<file path="config.mk">
export PLATFORM = sky130hd
export DESIGN_NAME = dmem_lsu
export DESIGN_NICKNAME = d
export VERILOG_FILES = /design/src/rtl/dmem_lsu.sv
export SDC_FILE = /design/constraint.sdc
export NUM_CORES = 1
export LEC_CHECK = 0
export ABC_AREA = 1
export CORE_ASPECT_RATIO = 0.5
export CORE_MARGIN = 10
export CORE_UTILIZATION = 40
export DETAILED_ROUTE_END_ITERATION = 6
export GPL_TIMING_DRIVEN = 0
export HOLD_SLACK_MARGIN = 0.1
export MAX_ROUTING_LAYER = met4
export PLACE_DENSITY = 0.72
export SKIP_LAST_GASP = 1
export SYNTH_ARGS = -nofsm -noshare
export SYNTH_HDL_FRONTEND = slang
export SYNTH_SLANG_ARGS = --single-unit
</file>
<file path="constraint.sdc">
create_clock -name clk -period 2.28 [get_ports clk]
set_clock_uncertainty 0.15 [all_clocks]
set_input_delay 0.228 -clock clk [delete_from_list [all_inputs] [get_ports clk]]
set_output_delay 0.228 -clock clk [all_outputs]
set_load 0.02 [all_outputs]
</file>
<file path="src/rtl/dmem_lsu.sv">
// Load/store initiator between the CPU execute stage and a word-wide data memory.
// Sub-word loads are extracted and extended; sub-word stores run read-modify-write.

module dmem_lsu_lane #(
  parameter int LANE = 0
) (
  input  logic       is_sw,
  input  logic       is_sb,
  input  logic       is_sh,
  input  logic [1:0] addr_lo,
  input  logic [7:0] sw_byte,
  input  logic [7:0] sb_byte,
  input  logic [7:0] sh_byte,
  input  logic [7:0] old_byte,
  output logic [7:0] new_byte
);
  localparam logic [1:0] L = LANE[1:0];

  always_comb begin
    new_byte = old_byte;
    if (is_sw)                          new_byte = sw_byte;
    else if (is_sb && addr_lo == L)     new_byte = sb_byte;
    else if (is_sh && addr_lo[1] == L[1]) new_byte = sh_byte;
  end
endmodule

module dmem_lsu #(
  parameter int MEM_AW = 32
) (
  input  logic              clk,
  input  logic              rst,
  input  logic              req,
  input  logic [2:0]        op,
  input  logic [31:0]       addr,
  input  logic [31:0]       wdata,
  output logic              ready,
  output logic              done,
  output logic [31:0]       rdata,
  output logic              addr_err,
  output logic              d_ram_wena,
  output logic [MEM_AW-1:0] daddr,
  output logic [31:0]       data_in,
  input  logic [31:0]       data_out
);
  localparam int NUM_LANES = 4;

  localparam logic [1:0] S_IDLE = 2'd0;
  localparam logic [1:0] S_RD   = 2'd1;
  localparam logic [1:0] S_WR   = 2'd2;
  localparam logic [1:0] S_DONE = 2'd3;

  localparam logic [2:0] OP_LW  = 3'b000;
  localparam logic [2:0] OP_LH  = 3'b001;
  localparam logic [2:0] OP_LHU = 3'b010;
  localparam logic [2:0] OP_LB  = 3'b011;
  localparam logic [2:0] OP_LBU = 3'b100;
  localparam logic [2:0] OP_SW  = 3'b101;
  localparam logic [2:0] OP_SH  = 3'b110;
  localparam logic [2:0] OP_SB  = 3'b111;

  logic [1:0]  state;
  logic [2:0]  op_q;
  logic [31:0] addr_q, wdata_q, merge_q;
  logic        misaligned;
  logic [31:0] load_val;
  logic [7:0]  byte_sel;
  logic [15:0] half_sel;
  logic [NUM_LANES-1:0][7:0] merged;

  always_comb begin
    misaligned = 1'b0;
    case (op)
      OP_LW, OP_SW:         misaligned = |addr[1:0];
      OP_LH, OP_LHU, OP_SH: misaligned = addr[0];
      default:              misaligned = 1'b0;
    endcase
  end

  // Extraction works on the live memory word, captured into rdata at the RD edge.
  assign byte_sel = data_out[{addr_q[1:0], 3'b000} +: 8];
  assign half_sel = addr_q[1] ? data_out[31:16] : data_out[15:0];

  always_comb begin
    load_val = data_out;
    case (op_q)
      OP_LH:   load_val = {{16{half_sel[15]}}, half_sel};
      OP_LHU:  load_val = {16'h0, half_sel};
      OP_LB:   load_val = {{24{byte_sel[7]}}, byte_sel};
      OP_LBU:  load_val = {24'h0, byte_sel};
      default: load_val = data_out;
    endcase
  end

  genvar gi;
  generate
    for (gi = 0; gi < NUM_LANES; gi++) begin : g_lane
      dmem_lsu_lane #(.LANE(gi)) u_lane (
        .is_sw    (op_q == OP_SW),
        .is_sb    (op_q == OP_SB),
        .is_sh    (op_q == OP_SH),
        .addr_lo  (addr_q[1:0]),
        .sw_byte  (wdata_q[8*gi +: 8]),
        .sb_byte  (wdata_q[7:0]),
        .sh_byte  (wdata_q[8*(gi%2) +: 8]),
        .old_byte (merge_q[8*gi +: 8]),
        .new_byte (merged[gi])
      );
    end
  endgenerate

  always_ff @(posedge clk) begin
    if (rst) begin
      state    <= S_IDLE;
      op_q     <= 3'b000;
      addr_q   <= 32'h0;
      wdata_q  <= 32'h0;
      merge_q  <= 32'h0;
      rdata    <= 32'h0;
      addr_err <= 1'b0;
    end else begin
      case (state)
        S_IDLE: if (req) begin
          op_q    <= op;
          addr_q  <= addr;
          wdata_q <= wdata;
          if (misaligned) begin
            addr_err <= 1'b1;
            rdata    <= 32'h0;
            state    <= S_DONE;
          end else begin
            addr_err <= 1'b0;
            state    <= (op == OP_SW) ? S_WR : S_RD;
          end
        end
        S_RD: begin
          // op_q[2] with a load op only happens for LBU; stores are SW/SH/SB.
          if (op_q == OP_SB || op_q == OP_SH) begin
            merge_q <= data_out;
            state   <= S_WR;
          end else begin
            rdata <= load_val;
            state <= S_DONE;
          end
        end
        S_WR:    state <= S_DONE;
        default: state <= S_IDLE;
      endcase
    end
  end

  assign ready      = (state == S_IDLE);
  assign done       = (state == S_DONE);
  assign d_ram_wena = (state == S_WR);
  assign daddr      = MEM_AW'(addr_q[31:2]);
  assign data_in    = (state == S_WR) ? merged : 32'h0;
endmodule

</file>
==> run metrics, run 1 <==
Cells after Synth=roughly 1200; H-Tree Depth=4; chip height=116 µm; simple-gate share of the synthesized area=26.1%; CTS sink cnt=134; area grow syn2layout=51.9%; Arrival @ worst endpoint=roughly 2 ns; YS warnings=0; post-synthesis xor/xnor area fraction=0%; Adder-Cell Fraction of Synth Area=0.683%; switch share=42.0%; number of global-route vias before repair=a little over 8000; Slew Limit Headroom=around 47%; placed cells=1605; unrepaired setup endpoints after global routing=true; layout cells sized above 1=18.4%; Worst path max stage delay=0.41 ns; leakage=4.98 nW; Startpoint Class=flip-flop; I/O pin total=between 200 and 250; worst reg2reg path depth=7; Clock Tree Root=clkbuf_16; setup_tns=-0.908 ns; initial core utilization=41.5%; Chip Width=211 µm; post-synthesis cell type count=28; fin. max-slew vios=0; Clock Power Share=between 20% and 30%; routed len/inst=17.4 µm; worst skew pair latency=around 0.43 ns; post-route setup slack=-0.103 ns; WHS Endpoint=addr_q[8]; DRT iter0 DRCs=766; GP Congestion=around 0.98; diode count=0; part of the power in combinational logic=49.0%; Fin. Hold Viols=0; HPWL after DPL=22000 µm; worst-path fanout max=6; Cells on Worst Hold Path=3; # port buffers=199; clock buffer depth=2; Worst setup EP type=primary output; slowest CP cell=dfxtp_4; post-route ant nets=0; Worst Hold Class=input pin to flip-flop; Mean Syn Cell Area=6.26 µm²; post-synthesis mux area share=0%; nets=1532; Yosys reg bits=between 100 and 150; DR pass1 iterations=7; worst reg-to-reg setup slack=between 0.1 and 0.15 ns; Peak supply drop=0.000626 V; reg2reg end=merge_q[22]; PwrDens=1080 nW/µm²; sequential share of the synthesized area=36.6%; initial antenna violation count=0; DR DRC count=0; Vias/cell=approximately 5.1; largest net degree at the start of global routing=17; Clock transition at path regs=0.07 ns; area of the die=~24000 µm²; Non-Filler Instances=1673; GRT Resource Usage Total=between 20% and 30%; period utilisation layout=105%; Placeable Area=17700 µm²; CP Cell Sequence=inv_6 -> nor3_4 -> inv_2 -> buf_6 -> buf_12 -> a211oi_2 -> buf_4; worst setup path category=flip-flop to primary output; fmax=420 MHz; status=finished with violations; first-pass GRT wire length=44500 µm; Final Critical Period=2.38 ns; Synth Area in Compound Gates=20.4%; Crit path required time=1.90 ns; P_sw=5.06 mW; via count=about 8500; Worst-Margin Slew=0.789 ns; GRT overflow=0; synthesized cell area=about 7300 µm²; hold path start=addr[8]; FILL cells=between 1500 and 2000; Int Pwr=roughly 7.0 mW; Final Total Pwr=12.0 mW; Core Util, Final=63.1%; Reg power frac=27.7%; Core Rows=34; Max-Cap Viols=0; CTS tree=built; largest family of logic cells by synthesized area=simple AND/OR/NAND/NOR gates; failing checks=setup timing; final setup fails=23; CTS buffer count=17; final WL=a little under 30000 µm; R2R Path Start=state[1]
## power groups by stage
stage	Sequential, mW	Clock (mW)	Combinational (mW)
floorplan	3.52	0	3.16
global placement	3.31	0	5.20
detailed placement	3.32	0	5.28
CTS	3.30	2.80	5.64
global route	3.41	2.92	6.56
finish	3.34	2.80	5.91
## routing by layer
layer	up-vias	part of all wire (%)	global-route usage, %
met5	-	0	-
met3	56	8.1	6.01
met2	327	47	37.9
met4	0	2.5	8.81
met1	3905	43	28.5
li1	4178	-	-
## Yosys cell counts
library cell | instances | area (µm²)
nand2_1 | 241 | 905
nand3b_1 | 1 | 7.51
a31oi_1 | 2 | 12.5
nand2_2 | 3 | 18.8
nor2_2 | 1 | 6.26
inv_1 | 164 | 616
nand3_1 | 63 | 315
buf_2 | 19 | 95.1
conb_1 | 1 | 3.75
a21oi_1 | 90 | 450
clkbuf_1 | 47 | 176
nor3_1 | 1 | 5.00
nor2_4 | 2 | 22.5
o21ai_1 | 2 | 10.0
a211oi_1 | 3 | 22.5
nand4_1 | 4 | 25.0
nand3_2 | 3 | 30.0
inv_2 | 4 | 15.0
nor2_1 | 153 | 574
a41oi_1 | 5 | 43.8
buf_4 | 35 | 263
o21ai_0 | 167 | 836
a211oi_2 | 1 | 12.5
or2_2 | 1 | 6.26
buf_1 | 6 | 22.5
dfxtp_1 | 134 | 2680
ha_1 | 4 | 50.1
o211ai_1 | 14 | 105
## layout make-up
class / instances / area (µm²) / area share, %
multi-input cells: 763 / 3940 / 35.4
clock buffers: 18 / 439 / 3.94
repair buffers: 238 / 2270 / 20.4
plain buffers: 104 / 693 / 6.22
well taps: 234 / 293 / 2.63
inverters: 168 / 656 / 5.88
clock inverters: 14 / 150 / 1.35
flip-flops and latches: 134 / 2700 / 24.2
## cells by family (layout without fill, tap and decap cells)
| family | count (synthesis) | count (layout) |
|---|---|---|
| simple gates | 473 | 473 |
| compound gates | 284 | 284 |
| buf+inv | 275 | 542 |
| flops | 134 | 134 |
| fa+ha+maj | 4 | 4 |
| other cells | 1 | 2 |
## sequential cells by signal, indices dropped and copies added (netlist names)
name / cells
addr_err: 1
wdata_q: 32
state: 2
op_q: 3
merge_q: 32
rdata: 32
addr_q: 32
## worst max path at each step
stage          startpoint     endpoint  slack (ns)  cells after the start
2_1_floorplan   addr_q[0]  data_in[15]        0.22                      8
3_3_place_gp      op_q[2]  data_in[15]       -0.61                      7
3_5_place_dp      op_q[2]  data_in[15]       -0.61                      7
4_1_cts           op_q[0]  data_in[21]       -0.05                      6
5_1_grt           op_q[0]  data_in[15]       -0.11                      7
6_report          op_q[0]   data_in[8]       -0.10                      7
## through the flow
stage | hold WS, ns | area (µm²) | worst slack (ns)
after floorplan | 0.147 | 7340 | 0.219
after global placement | 0.283 | 9620 | -0.608
after detailed placement | 0.284 | 9620 | -0.612
after CTS | 0.263 | 10700 | -0.0524
after global routing | 0.279 | 11100 | -0.110
final | 0.267 | 11100 | -0.103
## timing repair
action	4_1_cts	5_1_grt
buffers inserted	24	11
cloned	3	1
pin swaps	17	26
resized for setup	301	106
endpoints found under the setup margin	120	93
hold buffers	0	0
hold endpoints to repair	0	0
## critical path, delay by kind of cell, from the launching register on
kind | cells | cell delay, ns
buffers and inverters | 5 | 0.67
AND/OR/NAND/NOR | 1 | 0.24
AO/OA/AOI/OAI | 1 | 0.25
flip-flops | 1 | 0.41
## layout by cell type (no fill, tap or decap), types with 34 or more instances in the layout
cell               n
clkbuf_1          34
inv_1            159
clkdlybuf4s50_1  167
nand3_1           53
a21oi_1           73
nand2_1          232
buf_4             87
dfxtp_1          129
o21ai_0          128
nor2_1           151
No activity file was read; power rests on OpenSTA's default activity.
==> run 2, diff against run 1 <==
--- a/config.mk
+++ b/config.mk
@@ -9,11 +9,12 @@
 export CORE_ASPECT_RATIO = 0.5
 export CORE_MARGIN = 10
 export CORE_UTILIZATION = 40
+export CTS_CLUSTER_SIZE = 10
 export DETAILED_ROUTE_END_ITERATION = 6
 export GPL_TIMING_DRIVEN = 0
 export HOLD_SLACK_MARGIN = 0.1
 export MAX_ROUTING_LAYER = met4
-export PLACE_DENSITY = 0.72
+export PLACE_DENSITY = 0.64
 export SKIP_LAST_GASP = 1
 export SYNTH_ARGS = -nofsm -noshare
 export SYNTH_HDL_FRONTEND = slang
==> run 2 against run 1 <==
The flow still finishes with violations (setup timing). Count of clock-buffer cells in the layout grew 5. Total power shrank 1.8%. First-iteration DRC count shrank 17%. Non-clock buffer count shrank 17. Hold slack gained 0.0046 ns. Wire length shrank 2.2%. Sequential share of layout area grew 0.82 points. Clock power shrank 1%. Critical path depth is the same.
==> run metrics, run 2 (same netlist as run 1, synthesis figures left out) <==
Startpoint Class=flip-flop; worst-path fanout max=10; Final Critical Period=2.39 ns; most frequent cells in the layout=233 x nand2_1, 167 x clkdlybuf4s50_1, 159 x inv_1; FILL cells=1692; GP Congestion=0.931; period utilisation layout=105%; final WL=28500 µm; CTS tree=built; H-Tree Depth=4; initial antenna violation count=1; GRT overflow=0; WHS Endpoint=state[1]; Cells on Worst Hold Path=2; I/O pin total=about 200; Clock transition at path regs=~0.060 ns; Max-Cap Viols=0; Arrival @ worst endpoint=2.01 ns; Core Rows=34; layout cells sized above 1=15.8%; failing checks=setup timing; area of the die=24500 µm²; worst reg-to-reg setup slack=0.09 ns; reg2reg end=rdata[11]; DRT iter0 DRCs=633; worst skew pair latency=0.42 ns; first-pass GRT wire length=43100 µm; final setup fails=27; CTS sink cnt=134; commonest non-fill, non-tap cell in the layout=nand2_1; nets=between 1500 and 2000; status=finished with violations; Final Total Pwr=11.8 mW; Peak supply drop=0.000579 V; Fin. Hold Viols=0; area grow syn2layout=47.0%; # port buffers=199; post-route setup slack=-0.110 ns; GRT Resource Usage Total=23.2%; hold slack final=0.271 ns; hold path start=rst; Worst-Margin Slew=0.775 ns; DR pass1 iterations=5; Placeable Area=17700 µm²; Worst setup EP type=primary output; Crit path required time=about 1.9 ns; Slew Limit Headroom=48.3%; Vias/cell=4.94; chip height=116 µm; PwrDens=1100 nW/µm²; post-route ant nets=0; worst reg2reg path depth=10; number of global-route vias before repair=7871; Chip Width=211 µm; routed len/inst=17.2 µm; worst setup path category=flip-flop to primary output; leakage=just under 5 nW; HPWL after DPL=22300 µm; Core Util, Final=61.0%; fmax=418 MHz; via count=8183; clock buffer depth=2; R2R Path Start=state[1]; unrepaired setup endpoints after global routing=true; Clock Tree Root=clkbuf_16; initial core utilization=41.5%; CTS buffer count=17; largest net degree at the start of global routing=17; fin. max-slew vios=0; Worst Hold Class=input pin to flip-flop; DR DRC count=0
[run 2: area by class of cell]
type                            count  area [µm²]  area share (%)
Sequential cell                   134        2700            25.0
Clock inverter                      9        90.1           0.836
Tap cell                          234         293            2.72
Timing Repair Buffer              219        2110            19.6
Multi-Input combinational cell    763        3770            35.0
Antenna cell                        1        2.50          0.0232
Buffer                            106         681            6.32
Inverter                          168         637            5.91
Clock buffer                       23         498            4.62
[run 2: routing by layer]
layer | share of wire, % | wire length, µm | GRT usage, % | vias up
li1 | - | - | - | 4142
met1 | 45 | 12900 | 28.6 | 3723
met2 | 45 | 12800 | 36.6 | 281
met3 | 8.4 | 2390 | 6.87 | 37
met4 | 1.5 | 414 | 6.14 | 0
met5 | 0 | 0 | - | -
[run 2: worst max-delay path, stage by stage, from the launching register on]
cell,delay [ns]
dfxtp_4,0.37
buf_12,0.13
nor3_4,0.26
inv_2,0.09
buf_6,0.15
buf_8,0.15
a211oi_4,0.27
buf_6,0.16
[run 2: report_power, final]
group	switching (mW)	leakage, nW	internal [mW]
clock	1.11	0.286	1.65
combinational	3.41	3.49	2.35
sequential	0.376	1.10	2.93
total	4.90	4.88	6.93
[run 2: worst max-delay path by stage]
stage	from	endpoint	slack, ns	cells past startpoint
after global placement	op_q[2]	data_in[9]	-0.55	7
after CTS	op_q[1]	data_in[8]	-0.04	7
after detailed placement	op_q[2]	data_in[9]	-0.56	7
after floorplan	addr_q[0]	data_in[15]	0.22	8
after global routing	op_q[1]	data_in[9]	-0.15	7
final	op_q[1]	data_in[9]	-0.11	7
[run 2: repair_timing]
action	4_1_cts	5_1_grt
pin swaps	17	8
hold endpoints to repair	0	0
buffers inserted	10	7
gates resized for setup	303	45
hold buffers	0	0
setup endpoints to repair	104	115
gates cloned	3	0
[run 2: through the flow]
stage	instance area, µm²	instances	TNS (ns)	setup WS (ns)
final	10800	1657	-1.37	-0.110
after global routing	10800	1657	-3.18	-0.147
after CTS	10600	1650	-0.649	-0.0447
after detailed placement	9620	1605	-25.79	-0.558
after global placement	9620	1605	-23.77	-0.553
after floorplan	7340	1172	0	0.219
